[src/rtl/fcmp_pkg.sv]
// Shared types and binary32 field helpers for the FP compare scheduler.
// FCMP_NV_FLAG_EN (optional) adds invalid-operation flags to responses.
package fcmp_pkg;

   typedef enum logic [1:0] {
      FCMP_EQ  = 2'd0,
      FCMP_LT  = 2'd1,
      FCMP_LE  = 2'd2,
      FCMP_RSV = 2'd3
   } fcmp_op_t;

   localparam int EXP_W = 8;
   localparam int MAN_W = 23;

   function automatic logic is_nan(input logic [31:0] x);
      return (x[30:MAN_W] == {EXP_W{1'b1}}) && (x[MAN_W-1:0] != '0);
   endfunction

   // Signalling NaN: quiet bit (mantissa MSB) clear.
   function automatic logic is_snan(input logic [31:0] x);
      return is_nan(x) && !x[MAN_W-1];
   endfunction

endpackage

[src/rtl/fcmp_core.sv]
// Combinational binary32 compare (feq/flt/fle); the only compare datapath.
// FCMP_NV_FLAG_EN adds the nv output.
module fcmp_core
   import fcmp_pkg::*;
(
   input  logic [31:0] x1,
   input  logic [31:0] x2,
   input  fcmp_op_t    op,
`ifdef FCMP_NV_FLAG_EN
   output logic        nv,
`endif
   output logic        y
);

   logic any_nan;
   logic both_zero;
   logic eq;
   logic lt;

   assign any_nan   = is_nan(x1) || is_nan(x2);
   assign both_zero = (x1[30:0] == '0) && (x2[30:0] == '0);
   assign eq        = both_zero || (x1 == x2);

   // Sign-magnitude order; negative magnitudes compare reversed.
   always_comb begin
      lt = 1'b0;
      if (!both_zero) begin
         if (x1[31] != x2[31]) lt = x1[31];
         else if (x1[31])      lt = x2[30:0] < x1[30:0];
         else                  lt = x1[30:0] < x2[30:0];
      end
   end

   always_comb begin
      y = 1'b0;
      unique case (op)
         FCMP_EQ:  y = !any_nan && eq;
         FCMP_LT:  y = !any_nan && lt;
         FCMP_LE:  y = !any_nan && (lt || eq);
         FCMP_RSV: y = 1'b0;
      endcase
   end

`ifdef FCMP_NV_FLAG_EN
   always_comb begin
      nv = 1'b0;
      unique case (op)
         FCMP_EQ:  nv = is_snan(x1) || is_snan(x2);
         FCMP_LT:  nv = any_nan;
         FCMP_LE:  nv = any_nan;
         FCMP_RSV: nv = 1'b1;
      endcase
   end
`endif

endmodule

[src/rtl/fcmp_sched.sv]
// Round-robin scheduler sharing one fcmp_core between two requesters.
// FCMP_NV_FLAG_EN adds registered rsp_nv_0/rsp_nv_1 outputs.
module fcmp_sched
   import fcmp_pkg::*;
#(
   parameter int TAG_W = 4
) (
   input  logic             clk,
   input  logic             rst,
   input  logic [1:0]       req_valid,
   output logic [1:0]       req_ready,
   input  logic [1:0]       req_op_0,
   input  logic [1:0]       req_op_1,
   input  logic [31:0]      req_x1_0,
   input  logic [31:0]      req_x2_0,
   input  logic [31:0]      req_x1_1,
   input  logic [31:0]      req_x2_1,
   input  logic [TAG_W-1:0] req_tag_0,
   input  logic [TAG_W-1:0] req_tag_1,
   output logic [1:0]       rsp_valid,
   input  logic [1:0]       rsp_ready,
`ifdef FCMP_NV_FLAG_EN
   output logic             rsp_nv_0,
   output logic             rsp_nv_1,
`endif
   output logic             rsp_y_0,
   output logic             rsp_y_1,
   output logic [TAG_W-1:0] rsp_tag_0,
   output logic [TAG_W-1:0] rsp_tag_1
);

   logic       last_grant;
   logic [1:0] free;
   logic [1:0] elig;
   logic [1:0] grant;
   logic       sel;
   logic [31:0] x1;
   logic [31:0] x2;
   fcmp_op_t   op;
   logic       y;
`ifdef FCMP_NV_FLAG_EN
   logic       nv;
`endif

   // A slot draining this cycle can accept a new result.
   assign free = ~rsp_valid | rsp_ready;
   assign elig = req_valid & free;

   always_comb begin
      grant = elig;
      if (elig == 2'b11) grant = last_grant ? 2'b01 : 2'b10;
      if (rst) grant = 2'b00;
   end

   assign req_ready = grant;
   assign sel       = grant[1];
   assign x1        = sel ? req_x1_1 : req_x1_0;
   assign x2        = sel ? req_x2_1 : req_x2_0;
   assign op        = fcmp_op_t'(sel ? req_op_1 : req_op_0);

   fcmp_core u_core (
      .x1 (x1),
      .x2 (x2),
      .op (op),
`ifdef FCMP_NV_FLAG_EN
      .nv (nv),
`endif
      .y  (y)
   );

   always_ff @(posedge clk) begin
      if (rst) begin
         rsp_valid  <= 2'b00;
         rsp_y_0    <= 1'b0;
         rsp_y_1    <= 1'b0;
         rsp_tag_0  <= '0;
         rsp_tag_1  <= '0;
         last_grant <= 1'b1;
`ifdef FCMP_NV_FLAG_EN
         rsp_nv_0   <= 1'b0;
         rsp_nv_1   <= 1'b0;
`endif
      end else begin
         if (grant != 2'b00) last_grant <= grant[1];
         if (grant[0]) begin
            rsp_valid[0] <= 1'b1;
            rsp_y_0      <= y;
            rsp_tag_0    <= req_tag_0;
`ifdef FCMP_NV_FLAG_EN
            rsp_nv_0     <= nv;
`endif
         end else if (rsp_ready[0]) begin
            rsp_valid[0] <= 1'b0;
         end
         if (grant[1]) begin
            rsp_valid[1] <= 1'b1;
            rsp_y_1      <= y;
            rsp_tag_1    <= req_tag_1;
`ifdef FCMP_NV_FLAG_EN
            rsp_nv_1     <= nv;
`endif
         end else if (rsp_ready[1]) begin
            rsp_valid[1] <= 1'b0;
         end
      end
   end

endmodule

[config.mk]
export PLATFORM = sky130hd
export DESIGN_NAME = fcmp_sched
export DESIGN_NICKNAME = d
export VERILOG_FILES = /design/src/rtl/fcmp_pkg.sv /design/src/rtl/fcmp_core.sv /design/src/rtl/fcmp_sched.sv
export SDC_FILE = /design/constraint.sdc
export NUM_CORES = 1
export LEC_CHECK = 0
export CAP_MARGIN = 5
export CORE_AREA = 2 2 84 86
export DETAILED_ROUTE_END_ITERATION = 10
export DIE_AREA = 0 0 86 88
export PLACE_DENSITY = 0.82
export REMOVE_ABC_BUFFERS = 1
export SLEW_MARGIN = 25
export SYNTH_ARGS = -nofsm -noshare
export SYNTH_HDL_FRONTEND = slang
export SYNTH_SLANG_ARGS = --single-unit
[constraint.sdc]
create_clock -name clk -period 3.95 [get_ports clk]
set_input_delay 0.79 -clock clk [delete_from_list [all_inputs] [get_ports clk]]
set_output_delay 0.79 -clock clk [all_outputs]
set_load 0.05 [all_outputs]
==> flow_summary.toml <==
[outcome]
status = "completed"

[final_layout]
fin_area_um2 = 4330
layout.nets = 705
fin_cells = 604
fin_util = 0.651
final_cell_mix = "clkdlybuf4s50_1 (157), nand2_1 (121), ha_1 (34), mux2i_1 (31), nor4_1 (25)"
n_antenna_cell = 0
synthToLayoutAreaGrowth_pct = 74.6
drive_above_1_share = 0.0592
final_common_cell = "clkdlybuf4s50_1"
fill_cells = 571

[grt]
grt_use_total = 0.239
grt_pass1_wl_um = 14800
grt_max_degree = 48
grt_overflow = 0
grtUsageMet2 = 0.445
top_usage_layer = "met2"
antenna_found_initial = 0
grt_pass1_vias = 3311
use_met3 = 0.0396
use_met1 = 0.288

[logic_synthesis]
ys_types = 41
synth_cells = 364
ys_seq_area_frac = 0.105
syn_area_um2 = 2480
ys.warnings.count = 0
synthFlopType = "dfxtp_1"
async_reset_ff_frac = 0
synth-seq-cells = 13
synth_enable_flop_cells = 0
avgSynthCellArea_um2 = 6.81

[setup_path]
endpoint_kind = "flop"
crit_arrival_ns = 3.83
worst-setup-path-type = "input port to flop"
crit_path_start_kind = "input port"
setup.worst_path.start = "req_valid[1]"
r2r_start = "rsp_valid[1]"
reg2reg_to = "rsp_y_0"
critPathMaxFanout = 12
rrSetupSlack_ns = 0.92
required_ns = 4.09
reg2reg_depth = 14

[power_and_ir_drop]
clock_power_share = 0.153
p_per_area_nw_per_um2 = 177
peakVddDrop_mv = 0.128
seqPwrFrac = 0.194
cellLeakagePower_nw = 1.79
switching_share = 0.378
p_switching_mw = 0.290
power.total_mw = 0.768
combPwrFrac = 0.654
internal_power_mw = 0.477

[timing]
rsz0062_at_grt = "false"
maxSlewHeadroom = 0.654
hold_slack_ns = 0.470
skew_ns = 0.00528
worst_slew_pin_slew_ns = 0.518
maxSlewViolCount = 0
period_needed_ns = 3.69
fmax_mhz = 271
tns_ns = 0
hold_viol_final = 0
final-setup-viol-count = 0
finalCritPeriodShare = 0.935
worst_slack_ns = 0.256

[die]
die_area_um2 = 7570
num_rows = 30
start_util = 0.373
ioPinCount = 160
core_um2 = 6640
fp.dieH_um = 88
die_w_um = 86

[routing]
via_per_inst = 5.59
ant_nets = 0
routed_wl_um = 9680
first_pass_iters = 4
drc_errors = 0
drt_iter0_drc = 133
num_vias = 3376
routedWlPerCell_um = 16.0

[hold_path]
holdPathStages = 2
hp-class = "flop to flop"
min_to = "rsp_tag_0[2]"
hp-start = "rsp_tag_0[2]"

[placed_design]
post-place-ws_ns = -0.0357
numPlacedInstances = 598
placed_cell_area_um2 = 4210
numPortBuffers = 159
gp_congestion = 0.866
hpwlAfterDp_um = 8060

[clocking]
postCtsHoldBufs = 0
clockRootBuffer = "clkbuf_8"
clk_latency_ns = 0.24
clockBufferDepth = 2
tritoncts = "done"
htree_levels = 1
clk_pin_slew_worst_paths_ns = 0.06
cts_sinks = 13
cts_buffers = 3
cts_setup_buffers = 0

[run]
cap_viol_max_count = 0
==> timing repair <==
action,in CTS,in global routing
setup endpoints to repair,0,2
endpoints found under the hold margin,0,0
resized for setup,0,4
==> flip-flops by register name, indices dropped and copies added, names as in the netlist <==
register / flops
rsp_tag_0: 4
rsp_tag_1: 4
rsp_valid: 2
last_grant: 1
rsp_y_0: 1
rsp_y_1: 1
==> cell usage after synthesis (3+ instances only) <==
library cell / count / area share
buf_2: 3 / 0.0061
a21oi_1: 12 / 0.024
ha_1: 34 / 0.17
nand3b_1: 11 / 0.033
dfxtp_1: 13 / 0.10
nor4_2: 4 / 0.020
nand3_1: 6 / 0.012
nor3_1: 8 / 0.016
clkbuf_1: 5 / 0.0076
buf_1: 5 / 0.0076
mux2i_1: 32 / 0.13
nand2_1: 122 / 0.18
a22oi_1: 3 / 0.0091
nor4_1: 26 / 0.066
o21ai_0: 10 / 0.020
inv_1: 4 / 0.0061
nand4_1: 21 / 0.053
nor2_1: 9 / 0.014
and3_1: 4 / 0.010
==> area by class of cell <==
type | instances | area (µm²) | share of cell area
Inverter | 6 | 25.0 | 0.00578
Clock buffer | 4 | 45.0 | 0.0104
Sequential cell | 13 | 260 | 0.0601
Multi-Input combinational cell | 332 | 2160 | 0.500
Timing Repair Buffer | 169 | 1730 | 0.401
Tap cell | 80 | 100 | 0.0231
==> routing by layer <==
layer | vias up | share of wire | routed length, µm
met5 | - | 0 | 0
met4 | 0 | 0.015 | 142
met3 | 14 | 0.074 | 714
met2 | 171 | 0.49 | 4770
met1 | 1516 | 0.42 | 4060
li1 | 1675 | - | -
==> power groups by stage <==
stage	logic, mW	registers [mW]	clock network, mW
floorplan	0.198	0.184	0
global placement	0.477	0.151	0
detailed placement	0.488	0.151	0
CTS	0.490	0.149	0.118
global route	0.549	0.150	0.126
finish	0.502	0.149	0.117
==> kinds of logic after synthesis <==
kind of cell | synth area share
adders and majority gates | 0.172
AOI/OAI and AO/OA | 0.115
muxes | 0.134
xor gates and xnor gates | 0.00707
and+or+nand+nor | 0.437
buffers and inverters | 0.0303
DFF | 0.105
==> worst max-delay path, stage by stage <==
cell and delay, ns:
clkdlybuf4s50_1 0.48, inv_2 0.05, nor3_2 0.22, nand2_2 0.12, inv_4 0.13, buf_12 0.17, mux2i_2 0.27, ha_1 0.28
and4_1 0.19, and3_1 0.19, and3_1 0.20, a31oi_1 0.18, o21a_1 0.15, a311oi_2 0.11, o41ai_1 0.30
==> worst max-delay path by stage <==
stage | to | cells past startpoint | slack [ns]
floorplan | rsp_y_1 | 13 | -0.99
global placement | rsp_y_0 | 15 | 0.06
detailed placement | rsp_y_1 | 15 | -0.04
CTS | rsp_y_1 | 15 | 0.14
global route | rsp_y_0 | 14 | 0.002
finish | rsp_y_0 | 15 | 0.26
Power figures use the tool's default switching activity.
